### config.mk
export PLATFORM = sky130hd
export DESIGN_NAME = mem_arbiter_flat
export DESIGN_NICKNAME = d
export VERILOG_FILES = /design/src/rtl/mem_arbiter_if.sv /design/src/rtl/mem_arbiter.sv /design/src/flat_wrapper.sv
export SDC_FILE = /design/constraint.sdc
export NUM_CORES = 1
export LEC_CHECK = 0
export BUFFER_PORTS_ARGS = -buffer_cell sky130_fd_sc_hd__clkbuf_2
export CORE_AREA = 2 2 131 133
export CTS_CLUSTER_DIAMETER = 120
export CTS_CLUSTER_SIZE = 20
export DETAILED_ROUTE_END_ITERATION = 8
export DIE_AREA = 0 0 133 135
export MAX_ROUTING_LAYER = met4
export PLACE_DENSITY_LB_ADDON = 0.25
export SLEW_MARGIN = 20
export SYNTH_ARGS = -nofsm -noshare
export SYNTH_HDL_FRONTEND = slang
export SYNTH_SLANG_ARGS = --single-unit
### constraint.sdc
create_clock -name i_clk -period 4.7 [get_ports i_clk]
set_input_delay 1.41 -clock i_clk [delete_from_list [all_inputs] [get_ports i_clk]]
set_output_delay 1.41 -clock i_clk [all_outputs]
set_load 0.02 [all_outputs]
### src/rtl/mem_arbiter_if.sv
// Unified memory port bundle between mem_arbiter (master) and the memory model (slave).
// Signal names carry the arbiter's point of view: o_* are driven by the arbiter, i_* by memory.
interface mem_arbiter_if;
  logic        o_mem_req;
  logic [31:0] o_mem_addr;
  logic        o_mem_we;
  logic [31:0] o_mem_wdata;
  logic [31:0] o_mem_wmask;
  logic        i_mem_gnt;
  logic        i_mem_rvalid;
  logic [31:0] i_mem_rdata;

  modport master (
    output o_mem_req, o_mem_addr, o_mem_we, o_mem_wdata, o_mem_wmask,
    input  i_mem_gnt, i_mem_rvalid, i_mem_rdata
  );

  modport slave (
    input  o_mem_req, o_mem_addr, o_mem_we, o_mem_wdata, o_mem_wmask,
    output i_mem_gnt, i_mem_rvalid, i_mem_rdata
  );
endinterface

### src/rtl/mem_arbiter.sv
// Arbitrates CPU fetch and data ports onto one memory port, one transaction at a time.
// Optional fetch starvation guard: define MEM_ARBITER_FETCH_GUARD_EN.
module mem_arbiter #(
  parameter int STARVE_LIMIT = 4
) (
  input  logic                i_clk,
  input  logic                i_rst,
  input  logic                i_if_req,
  input  logic [31:0]         i_if_addr,
  output logic                o_if_gnt,
  output logic                o_if_rvalid,
  output logic [31:0]         o_if_rdata,
  input  logic                i_d_req,
  input  logic [31:0]         i_d_addr,
  input  logic                i_d_we,
  input  logic [31:0]         i_d_wdata,
  input  logic [31:0]         i_d_wmask,
  output logic                o_d_gnt,
  output logic                o_d_rvalid,
  output logic [31:0]         o_d_rdata,
  mem_arbiter_if.master       mem_if,
  output logic [1:0]          o_dbg_state
);

  // Handshake: a requester holds i_*_req until it sees o_*_gnt in the same cycle;
  // memory accepts when i_mem_gnt is high while o_mem_req is high, and answers with
  // a later single-cycle i_mem_rvalid. o_*_rvalid pulses one cycle after that.
  typedef enum logic [1:0] {
    ST_IDLE  = 2'd0,
    ST_ISSUE = 2'd1,
    ST_WAIT  = 2'd2
  } state_t;

  state_t      r_state;
  state_t      w_state_next;
  logic        w_if_gnt;
  logic        w_d_gnt;
  logic        w_force_fetch;
  logic        r_owner_d;
  logic [31:0] r_addr;
  logic        r_we;
  logic [31:0] r_wdata;
  logic [31:0] r_wmask;
  logic        r_if_rvalid;
  logic        r_d_rvalid;
  logic [31:0] r_if_rdata;
  logic [31:0] r_d_rdata;

`ifdef MEM_ARBITER_FETCH_GUARD_EN
  localparam int CNT_W = $clog2(STARVE_LIMIT + 1);
  logic [CNT_W-1:0] r_starve_cnt;

  assign w_force_fetch = (r_starve_cnt == CNT_W'(STARVE_LIMIT)) && i_if_req;

  // Counts data grants that overtook a waiting fetch.
  always_ff @(posedge i_clk) begin
    if (i_rst) begin
      r_starve_cnt <= '0;
    end else if (w_if_gnt) begin
      r_starve_cnt <= '0;
    end else if (w_d_gnt && i_if_req) begin
      r_starve_cnt <= r_starve_cnt + 1'b1;
    end
  end
`else
  assign w_force_fetch = 1'b0;
`endif

  always_comb begin
    w_state_next = r_state;
    w_if_gnt     = 1'b0;
    w_d_gnt      = 1'b0;
    case (r_state)
      ST_IDLE: begin
        if (!i_rst) begin
          if (i_d_req && !w_force_fetch) begin
            w_d_gnt = 1'b1;
          end else if (i_if_req) begin
            w_if_gnt = 1'b1;
          end
        end
        if (w_d_gnt || w_if_gnt) begin
          w_state_next = ST_ISSUE;
        end
      end
      ST_ISSUE: begin
        if (mem_if.i_mem_gnt) begin
          w_state_next = ST_WAIT;
        end
      end
      ST_WAIT: begin
        if (mem_if.i_mem_rvalid) begin
          w_state_next = ST_IDLE;
        end
      end
      default: begin
        w_state_next = ST_IDLE;
      end
    endcase
  end

  always_ff @(posedge i_clk) begin
    if (i_rst) begin
      r_state     <= ST_IDLE;
      r_owner_d   <= 1'b0;
      r_addr      <= '0;
      r_we        <= 1'b0;
      r_wdata     <= '0;
      r_wmask     <= '0;
      r_if_rvalid <= 1'b0;
      r_d_rvalid  <= 1'b0;
      r_if_rdata  <= '0;
      r_d_rdata   <= '0;
    end else begin
      r_state     <= w_state_next;
      r_if_rvalid <= 1'b0;
      r_d_rvalid  <= 1'b0;
      if (w_d_gnt) begin
        r_owner_d <= 1'b1;
        r_addr    <= i_d_addr;
        r_we      <= i_d_we;
        r_wdata   <= i_d_wdata;
        r_wmask   <= i_d_wmask;
      end else if (w_if_gnt) begin
        r_owner_d <= 1'b0;
        r_addr    <= i_if_addr;
        r_we      <= 1'b0;
        r_wdata   <= '0;
        r_wmask   <= '0;
      end
      // Responses only count while a transaction is outstanding.
      if (r_state == ST_WAIT && mem_if.i_mem_rvalid) begin
        if (r_owner_d) begin
          r_d_rvalid <= 1'b1;
          r_d_rdata  <= mem_if.i_mem_rdata;
        end else begin
          r_if_rvalid <= 1'b1;
          r_if_rdata  <= mem_if.i_mem_rdata;
        end
      end
    end
  end

  assign o_if_gnt           = w_if_gnt;
  assign o_d_gnt            = w_d_gnt;
  assign o_if_rvalid        = r_if_rvalid;
  assign o_d_rvalid         = r_d_rvalid;
  assign o_if_rdata         = r_if_rdata;
  assign o_d_rdata          = r_d_rdata;
  assign mem_if.o_mem_req   = (r_state == ST_ISSUE);
  assign mem_if.o_mem_addr  = r_addr;
  assign mem_if.o_mem_we    = r_we;
  assign mem_if.o_mem_wdata = r_wdata;
  assign mem_if.o_mem_wmask = r_wmask;
  assign o_dbg_state        = r_state;

endmodule

### src/flat_wrapper.sv
// flat-port wrapper written by rule: the top's interface ports become plain ports
module mem_arbiter_flat 
#(
  parameter int STARVE_LIMIT = 4
)
  (i_clk, i_rst, i_if_req, i_if_addr, o_if_gnt, o_if_rvalid, o_if_rdata, i_d_req, i_d_addr, i_d_we, i_d_wdata, i_d_wmask, o_d_gnt, o_d_rvalid, o_d_rdata, o_dbg_state, mem_if_o_mem_req, mem_if_o_mem_addr, mem_if_o_mem_we, mem_if_o_mem_wdata, mem_if_o_mem_wmask, mem_if_i_mem_gnt, mem_if_i_mem_rvalid, mem_if_i_mem_rdata);
  mem_arbiter_if mem_if_i ();
  input  logic i_clk;
  input  logic i_rst;
  input  logic i_if_req;
  input  logic [31:0] i_if_addr;
  output logic o_if_gnt;
  output logic o_if_rvalid;
  output logic [31:0] o_if_rdata;
  input  logic i_d_req;
  input  logic [31:0] i_d_addr;
  input  logic i_d_we;
  input  logic [31:0] i_d_wdata;
  input  logic [31:0] i_d_wmask;
  output logic o_d_gnt;
  output logic o_d_rvalid;
  output logic [31:0] o_d_rdata;
  output logic [1:0] o_dbg_state;
  output wire logic [$bits(mem_if_i.o_mem_req)-1:0] mem_if_o_mem_req;
  output wire logic [$bits(mem_if_i.o_mem_addr)-1:0] mem_if_o_mem_addr;
  output wire logic [$bits(mem_if_i.o_mem_we)-1:0] mem_if_o_mem_we;
  output wire logic [$bits(mem_if_i.o_mem_wdata)-1:0] mem_if_o_mem_wdata;
  output wire logic [$bits(mem_if_i.o_mem_wmask)-1:0] mem_if_o_mem_wmask;
  input wire logic [$bits(mem_if_i.i_mem_gnt)-1:0] mem_if_i_mem_gnt;
  input wire logic [$bits(mem_if_i.i_mem_rvalid)-1:0] mem_if_i_mem_rvalid;
  input wire logic [$bits(mem_if_i.i_mem_rdata)-1:0] mem_if_i_mem_rdata;
  assign mem_if_o_mem_req = mem_if_i.o_mem_req;
  assign mem_if_o_mem_addr = mem_if_i.o_mem_addr;
  assign mem_if_o_mem_we = mem_if_i.o_mem_we;
  assign mem_if_o_mem_wdata = mem_if_i.o_mem_wdata;
  assign mem_if_o_mem_wmask = mem_if_i.o_mem_wmask;
  assign mem_if_i.i_mem_gnt = mem_if_i_mem_gnt;
  assign mem_if_i.i_mem_rvalid = mem_if_i_mem_rvalid;
  assign mem_if_i.i_mem_rdata = mem_if_i_mem_rdata;
  mem_arbiter #(.STARVE_LIMIT(STARVE_LIMIT)) u_core (.i_clk(i_clk), .i_rst(i_rst), .i_if_req(i_if_req), .i_if_addr(i_if_addr), .o_if_gnt(o_if_gnt), .o_if_rvalid(o_if_rvalid), .o_if_rdata(o_if_rdata), .i_d_req(i_d_req), .i_d_addr(i_d_addr), .i_d_we(i_d_we), .i_d_wdata(i_d_wdata), .i_d_wmask(i_d_wmask), .o_d_gnt(o_d_gnt), .o_d_rvalid(o_d_rvalid), .o_d_rdata(o_d_rdata), .mem_if(mem_if_i), .o_dbg_state(o_dbg_state));
endmodule
==> flow_summary.yaml, run 1 <==
global_route:
  grt.total_usage: 0.1999
  grt_antenna_before_repair: 1
  grt_pass1_wl_um: 27530
  grt_pass1_vias: 5229
  grt_max_degree: 66
  grt_overflow: 0
clock_tree:
  cts_buffers: 17
  cts-hold-fix-buffers: 0
  clk_path_buf_depth: 2
  cts_tree: "built"
  cts_sinks: 166
  path_clk_slew_ns: 0.06
  post_cts_resized: 0
  cts_setup_buffers: 0
  ctsHtreeMaxLevel: 4
  cts_root_buf: "clkbuf_16"
  insertion_delay_ns: 0.42
detailed_routing:
  drc: 0
  viasPerCell: 4.833
  first_pass_iters: 4
  routed_wl_um: 17610
  post_drt_wl_per_cell_um: 15.47
  ant_nets: 0
  drtIter0Drc: 236
  via_count: 5500
worst_setup_path:
  critPathTopFamily: "simple AND/OR/NAND/NOR gates"
  slowest_delay_ns: 0.49
  cpMostUsedCell: "clkbuf_2"
  worstPathRequired_ns: 3.29
  cp_cell_sequence: "clkbuf_2, or4b_1, nor2_1, clkbuf_2"
  end_kind: "output pin"
  path_buf_inv: 2
  crit_arrival_ns: 2.48
  worst-path-max-fanout: 3
  worstSetupPathType: "primary input to output pin"
  slowest_stage: "or4b_1"
  critical_path.startpoint_type: "primary input"
logic_synthesis:
  yosys.area.top_type_share: 0.5858
  avgSynthCellArea_um2: 9.487
  synth-main-ff-cell: "dfxtp_1"
  synth_edf_count: 0
  synth_area_mm2: 0.005673
  synth.distinct_cells: 25
  ys_warn_count: 0
  synth.area.top_cells: "dfxtp_1 (59%), a22o_1 (10%), a21oi_1 (8.7%)"
  syn-num-nets: 765
  yosysMostFrequentCell: "dfxtp_1"
  async_reset_ff_frac: 0
  ys_ff_latch: 166
  yosys.area.top_type: "dfxtp_1"
  netlist_top_cells_count: "dfxtp_1 (166), nand2_1 (129), a21oi_1 (99)"
  synthCells: 598
  synth_sequential_area_ratio: 0.5858
final_layout:
  drive_gt1_frac: 0.4155
  regArea_mm2: 0.003323
  multi_input_area_mm2: 0.002067
  postLayoutCellArea_mm2: 0.008059
  nFillCells: 1630
  area_delta_synth_final_pct: 42.06
  fin_nets: 1072
floorplanning:
  die_h_um: 135
  fp-row-count: 47
  ios: 335
  chipWidth_um: 133
  dieArea_mm2: 0.01796
  core_region_area_mm2: 0.01641
  start_util: 0.3458
power:
  power.leakage_nw: 3.706
  power_density_mw_per_mm2: 430.9
  p_sw_frac: 0.2617
  p_int_mw: 2.564
  p_total_mw: 3.473
  clkPwrFrac: 0.427
  ir_drop_mv: 0.2350
  p_seq_frac: 0.440
  switching_power_mw: 0.9087
  combPwrFrac: 0.133
placement:
  place_hpwl_um: 12330
  pre_cts_ws_ns: 0.8149
  gp_congestion: 0.7427
  port_buffers: 334
  placed_area_mm2: 0.007435
timing:
  max_freq_ghz: 0.2567
  final-setup-viol-count: 0
  tns_ns: 0
  max_slew.worst_pin.slew_ns: 0.7048
  drv_slew: 0
  worst_slack_ns: 0.8050
  min_period_ns: 3.895
  period_share: 0.8287
  relSlewSlack: 0.5301
  hold_violations: 0
  finalClockSkew_ns: 0.01042
  rsz0062_at_grt: "false"
worst_hold_path:
  min_path_type: "flop to flop"
status:
  status: "completed"
run:
  drv_cap: 0
## per-stage QoR
step / hold WS, ns / std cells / util
3_5_place_dp: 0.4462 / 1106 / 0.4531
5_1_grt: 0.4744 / 1138 / 0.4912
4_1_cts: 0.4550 / 1137 / 0.4910
2_1_floorplan: 0.5341 / 598 / -
3_3_place_gp: 0.4413 / 1106 / 0.4531
6_report: 0.4509 / 1138 / 0.4912
## cell usage in the layout (no fill, tap or decap), types with 2 or more instances in the layout
cell type,instances
a21oi_1,98
a22o_1,65
buf_4,11
bufinv_16,4
clkbuf_16,17
clkbuf_2,333
clkinv_2,2
dfxtp_1,166
inv_6,5
nand2_1,129
nor2_1,5
nor3_1,32
o22ai_1,32
## registers in the layout (all words and copies together), names as in the netlist
signal	count
u_core.o_if_rdata	32
u_core.mem_if.o_mem_wmask	32
u_core.o_dbg_state	2
u_core.o_d_rdata	32
u_core.o_if_rvalid	1
u_core.mem_if.o_mem_addr	32
u_core.r_owner_d	1
u_core.mem_if.o_mem_we	1
u_core.mem_if.o_mem_wdata	32
u_core.o_d_rvalid	1
## power by group through the flow
| stage | combinational, mW | sequential (mW) | clock, mW |
|---|---|---|---|
| floorplan | 0.182 | 1.65 | 0 |
| global placement | 0.460 | 1.56 | 0 |
| detailed placement | 0.463 | 1.56 | 0 |
| CTS | 0.464 | 1.53 | 1.52 |
| global route | 0.501 | 1.54 | 1.58 |
| finish | 0.461 | 1.53 | 1.48 |
## kinds of logic (layout without fill, tap and decap cells)
logic type,Yosys count,after routing,share of synthesized area
AOI/OAI and AO/OA,198,198,0.2261
and+or+nand+nor,177,177,0.1337
DFF,166,166,0.5858
buffers and inverters,57,376,0.05448
other,0,1,0
## worst paths after layout
check | to | startpoint | cells past startpoint | slack [ns]
setup / recovery | o_if_gnt | i_d_req | 4 | 0.81
hold / removal | u_core.o_d_rdata[29] | u_core.o_d_rdata[29] | 2 | 0.45
setup reg to reg | u_core.mem_if.o_mem_wdata[7] | u_core.o_dbg_state[0] | 5 | 2.62
hold reg to reg | u_core.o_d_rdata[29] | u_core.o_d_rdata[29] | 2 | 0.45
## final cells by class
type / count / share of cell area
Sequential cell: 166 / 0.4124
Tap cell: 220 / 0.03416
Multi-Input combinational cell: 375 / 0.2565
Clock inverter: 13 / 0.02391
Timing Repair Buffer: 345 / 0.2195
Clock buffer: 18 / 0.05325
Antenna cell: 1 / 0.0003105
## layer usage
| layer | global-route usage | vias to the layer above | wire length (µm) |
|---|---|---|---|
| met1 | 0.2341 | 2526 | 7311 |
| met4 | 0.06093 | 0 | 263 |
| li1 | - | 2731 | - |
| met3 | 0.07845 | 20 | 1612 |
| met2 | 0.3181 | 223 | 8417 |
| met5 | - | - | 0 |
## worst min-delay path, cell delays in order, from the launching register on
cell	delay, ns
dfxtp_1	0.31
nand2_1	0.05
a21oi_1	0.05
(Power assumes the default switching activity.)
==> inputs of run 2 (changes only) <==
ABC_AREA = 1   (was unset)
CORE_AREA = unset   (was 2 2 131 133)
CORE_MARGIN = 2   (was unset)
CORE_UTILIZATION = 41   (was unset)
DIE_AREA = unset   (was 0 0 133 135)
clock period = 3.4 ns   (was 4.7 ns; I/O delays follow)
==> run 2 against run 1 <==
  * First-iteration DRC count up 120%
  * Critical path depth up 1
  * Global-route usage up 3.1 points
  * Flip-flop and latch count unchanged
  * Hold slack better by 0.014 ns
  * Critical path type unchanged
==> flow_summary.yaml, run 2 <==
floorplanning:
  die_h_um: 129.8
  fp-row-count: 45
  chipWidth_um: 129.8
  dieArea_mm2: 0.01685
  ios: 335
  start_util: 0.4239
  core_region_area_mm2: 0.01531
final_layout:
  area_delta_synth_final_pct: 35.41
  nFillCells: 1536
  multi_input_area_mm2: 0.002693
  final_cell_mix: "clkbuf_2 (333), nand2_1 (260), dfxtp_1 (166)"
  regArea_mm2: 0.003323
  antennaDiodeCount: 0
  drive_gt1_frac: 0.3193
  fin_nets: 1369
  postLayoutCellArea_mm2: 0.008790
  final_common_cell: "clkbuf_2"
worst_setup_path:
  crit_arrival_ns: 1.68
  worstSetupPathType: "primary input to output pin"
  worstPathRequired_ns: 2.38
  end_kind: "output pin"
  worst-path-max-fanout: 4
  critical_path.startpoint_type: "primary input"
logic_synthesis:
  async_reset_ff_frac: 0
  yosys.area.top_type_share: 0.5120
  ys_ff_latch: 166
  synth_area_mm2: 0.006491
  synthCells: 906
  synth_sequential_area_ratio: 0.5120
  avgSynthCellArea_um2: 7.165
  syn-num-nets: 1073
  yosys.area.top_type: "dfxtp_1"
  synth.area.top_cells: "dfxtp_1 (51%), nand2_1 (15%), a21oi_1 (7.6%)"
  synth.distinct_cells: 19
  synth_edf_count: 0
  yosysMostFrequentCell: "nand2_1"
  netlist_top_cells_count: "nand2_1 (260), dfxtp_1 (166), nor2_1 (132)"
  synth-main-ff-cell: "dfxtp_1"
  ys_warn_count: 0
detailed_routing:
  via_count: 6728
  drtIter0Drc: 518
  drc: 0
  ant_nets: 0
  viasPerCell: 4.718
  first_pass_iters: 4
  post_drt_wl_per_cell_um: 13.98
  routed_wl_um: 19940
clock_tree:
  cts_root_buf: "clkbuf_16"
  cts-hold-fix-buffers: 0
  insertion_delay_ns: 0.43
  post_cts_resized: 0
  ctsHtreeMaxLevel: 4
  path_clk_slew_ns: 0.06
  cts_tree: "built"
  cts_sinks: 166
  cts_setup_buffers: 0
  clk_path_buf_depth: 2
  cts_buffers: 17
global_route:
  grt_overflow: 0
  grt_pass1_wl_um: 29700
  grt_antenna_before_repair: 0
  grt.total_usage: 0.2309
  grt_pass1_vias: 5902
  grt_max_degree: 102
power:
  ir_drop_mv: 0.3162
  p_sw_frac: 0.2802
  switching_power_mw: 1.293
  p_int_mw: 3.321
  power_density_mw_per_mm2: 525.0
  clkPwrFrac: 0.414
  combPwrFrac: 0.136
  power.leakage_nw: 4.317
  p_seq_frac: 0.449
status:
  status: "completed"
placement:
  port_buffers: 334
  place_hpwl_um: 13550
  gp_congestion: 0.7856
  placed_area_mm2: 0.008203
timing:
  final-setup-viol-count: 0
  period_share: 0.7933
  min_period_ns: 2.697
  max_slew.worst_pin.slew_ns: 1.128
  hold_violations: 0
  rsz0062_at_grt: "false"
  max_freq_ghz: 0.3707
  relSlewSlack: 0.2477
  drv_slew: 0
  finalClockSkew_ns: 0.01360
  tns_ns: 0
run:
  drv_cap: 0
worst_hold_path:
  min_path_type: "flop to flop"
-- run 2: area by class of cell --
type,count,area share
multi-input combinational,630,0.3063
sequential,166,0.3781
clock inverter,13,0.01523
clock buffer,19,0.05153
tap,211,0.03004
inverter,43,0.01836
timing repair buffer,344,0.2004
-- run 2: kinds of logic (layout without fill, tap and decap cells) --
family / after synthesis / after routing / share of synthesized area
AND/OR/NAND/NOR: 498 / 498 / 0.3119
flip-flops: 166 / 166 / 0.5120
AO/OA/AOI/OAI: 132 / 132 / 0.1022
buffers and inverters: 110 / 419 / 0.07402
-- run 2: layer usage --
metal / track usage / vias up / share of wire
li1: - / 3469 / -
met1: 0.2733 / 2978 / 0.42
met2: 0.3788 / 253 / 0.49
met3: 0.06560 / 28 / 0.077
met4: 0.07780 / 0 / 0.019
met5: - / - / 0
-- run 2: path summary, 6_finish.rpt --
| path | to | start | slack, ns | depth (start not counted) |
|---|---|---|---|---|
| hold / removal | u_core.o_d_rdata[13] | u_core.o_d_rdata[13] | 0.47 | 2 |
| setup reg to reg | u_core.mem_if.o_mem_addr[15] | u_core.o_dbg_state[0] | 1.42 | 7 |
| hold reg to reg | u_core.o_d_rdata[13] | u_core.o_d_rdata[13] | 0.47 | 2 |
| setup / recovery | o_if_gnt | i_rst | 0.70 | 5 |
-- run 2: through the flow --
stage | setup slack [ns] | hold WS, ns | power [mW] | instances | util
3_5_place_dp | 0.6917 | 0.4552 | 2.748 | 1394 | 0.5356
6_report | 0.7027 | 0.4653 | 4.614 | 1426 | 0.5739
2_1_floorplan | 0.7365 | 0.4669 | 2.497 | 906 | -
5_1_grt | 0.6317 | 0.4781 | 4.821 | 1426 | 0.5739
4_1_cts | 0.6800 | 0.4656 | 4.661 | 1426 | 0.5739
3_3_place_gp | 0.7025 | 0.4521 | 2.743 | 1394 | 0.5356
-- run 2: power by group through the flow --
stage	sequential, mW	combinational, mW	clock, mW
6_report	2.07	0.630	1.91
5_1_grt	2.08	0.697	2.04
4_1_cts	2.07	0.635	1.95
3_5_place_dp	2.12	0.631	0
3_3_place_gp	2.11	0.629	0
2_1_floorplan	2.22	0.281	0
-- run 2: worst max-delay path, cell delays in order --
cell	delay (ns)
buf_4	0.13
nor2_1	0.13
nand3_2	0.12
inv_1	0.10
clkbuf_2	0.17
==> inputs of run 3 (changes only) <==
CORE_AREA = 2 2 131 133   (was unset)
CORE_MARGIN = unset   (was 2)
CORE_UTILIZATION = unset   (was 41)
DIE_AREA = 0 0 133 135   (was unset)
clock period = 2.7 ns   (was 3.4 ns; I/O delays follow)
==> run 3 against run 2 <==
  * Setup slack worse by 0.28 ns
  * Critical path depth up 1
  * Combinational power up 27%
  * Clock-buffer cell count down 2
  * Register-to-register slack worse by 0.50 ns
  * Die area up 6.5%
  * Routed wire length up 2.2%
  * Core utilization down 2.9 points
  * Final area up 1.7%
  * First-iteration DRC count down 21%
  * Global-route usage down 0.25 points
  * Largest power group is now the clock network
==> flow_summary.yaml, run 3 (synthesized netlist as in run 2, its figures left out) <==
floorplanning:
  chipWidth_um: 133
  dieArea_mm2: 0.01796
  start_util: 0.3956
  ios: 335
  core_region_area_mm2: 0.01641
  die_h_um: 135
  fp-row-count: 47
worst_setup_path:
  cp_cell_sequence: "clkbuf_2, inv_2, nor2_2, nand2_4, inv_2, clkbuf_2"
  critical_path.startpoint_type: "primary input"
  worst-path-max-fanout: 2
  worstPathRequired_ns: 1.89
  end_kind: "output pin"
  slowest_delay_ns: 0.19
  slowest_stage: "clkbuf_2"
  crit_arrival_ns: 1.46
  worstSetupPathType: "primary input to output pin"
power:
  ir_drop_mv: 0.4167
  combPwrFrac: 0.130
  clkPwrFrac: 0.445
  power_density_mw_per_mm2: 687.5
  p_seq_frac: 0.425
  power.leakage_nw: 4.385
  p_total_mw: 6.146
  p_sw_frac: 0.2656
  p_int_mw: 4.514
  switching_power_mw: 1.632
timing:
  drv_slew: 0
  min_period_ns: 2.273
  max_freq_ghz: 0.4400
  relSlewSlack: 0.5466
  final-setup-viol-count: 0
  finalClockSkew_ns: 0.01064
  max_slew.worst_pin.slew_ns: 0.6801
  hold_violations: 0
  period_share: 0.8418
  tns_ns: 0
  rsz0062_at_grt: "false"
clock_tree:
  clk_path_buf_depth: 2
  insertion_delay_ns: 0.42
  cts_root_buf: "clkbuf_16"
  post_cts_resized: 0
  path_clk_slew_ns: 0.06
  cts_buffers: 17
  ctsHtreeMaxLevel: 4
  cts_setup_buffers: 0
  cts_tree: "built"
  cts-hold-fix-buffers: 0
  cts_sinks: 166
global_route:
  grt_antenna_before_repair: 0
  grt_max_degree: 101
  grt_pass1_wl_um: 31870
  grtUsageMet1: 0.2609
  grt_pass1_vias: 6388
  grtUsageMet2: 0.3762
  grt_overflow: 0
  top_usage_layer: "met2"
  grt.total_usage: 0.2283
  met3_usage: 0.06757
final_layout:
  final_cell_mix: "clkbuf_2 (333), nand2_1 (260), dfxtp_1 (166)"
  postLayoutCellArea_mm2: 0.008940
  fin_nets: 1373
  multi_input_area_mm2: 0.002693
  drive_gt1_frac: 0.3216
  antennaDiodeCount: 0
  area_delta_synth_final_pct: 37.72
  nFillCells: 1666
  final_common_cell: "clkbuf_2"
  regArea_mm2: 0.003323
run:
  drv_cap: 0
placement:
  place_hpwl_um: 14040
  placed_area_mm2: 0.008249
  port_buffers: 334
  gp_congestion: 0.8498
detailed_routing:
  ant_nets: 0
  drc: 0
  via_count: 6767
  routed_wl_um: 20380
  post_drt_wl_per_cell_um: 14.16
  drtIter0Drc: 407
  first_pass_iters: 4
  viasPerCell: 4.703
status:
  status: "completed"
worst_hold_path:
  min_path_type: "flop to flop"
[run 3: cell types whose count changed in the layout (fill, tap and decap cells not counted)]
cell and change:
clkinvlp_4 -1, buf_4 +2, inv_6 +1, buf_12 +1
bufinv_16 +4, buf_16 +1, clkbuf_8 -2, clkinv_4 -2
[run 3: routing by layer]
layer,part of all wire,vias up
met5,0,-
met4,0.028,0
met3,0.073,45
met2,0.49,234
met1,0.41,3011
li1,-,3477
[run 3: cell type report]
| cell class | instances | share of cell area |
|---|---|---|
| Multi-Input combinational cell | 630 | 0.3012 |
| Clock inverter | 15 | 0.02659 |
| Inverter | 43 | 0.01805 |
| Sequential cell | 166 | 0.3717 |
| Clock buffer | 17 | 0.04759 |
| Timing Repair Buffer | 348 | 0.2041 |
| Tap cell | 220 | 0.03079 |
[run 3: through the flow]
step,util,cells,worst slack (ns),hold WS [ns]
after floorplan,-,906,0.4565,0.4669
after global placement,0.5028,1406,0.4096,0.4519
after detailed placement,0.5028,1406,0.4164,0.4544
after CTS,0.5432,1438,0.4122,0.4645
after global routing,0.5449,1439,0.3601,0.4819
final,0.5449,1439,0.4271,0.4617
[run 3: power groups by stage]
| stage | combinational, mW | sequential, mW | clock, mW |
|---|---|---|---|
| final | 0.802 | 2.61 | 2.73 |
| after detailed placement | 0.801 | 2.67 | 0 |
| after floorplan | 0.354 | 2.79 | 0 |
| after global routing | 0.894 | 2.62 | 2.89 |
| after global placement | 0.797 | 2.66 | 0 |
| after CTS | 0.804 | 2.61 | 2.80 |
[run 3: critical path, delay by kind of cell]
kind                   cells  cell delay, ns
buffers and inverters      4            0.42
and+or+nand+nor            2            0.23
[run 3: path summary, 6_finish.rpt]
kind                            depth (start not counted)                           end             startpoint  slack [ns]
worst min-delay path                                    2           u_core.o_d_rdata[8]    u_core.o_d_rdata[8]        0.46
worst max-delay path                                    6                       o_d_gnt                i_d_req        0.43
worst max register to register                          6  u_core.mem_if.o_mem_addr[16]  u_core.o_dbg_state[1]        0.92
worst min register to register                          2           u_core.o_d_rdata[8]    u_core.o_d_rdata[8]        0.46
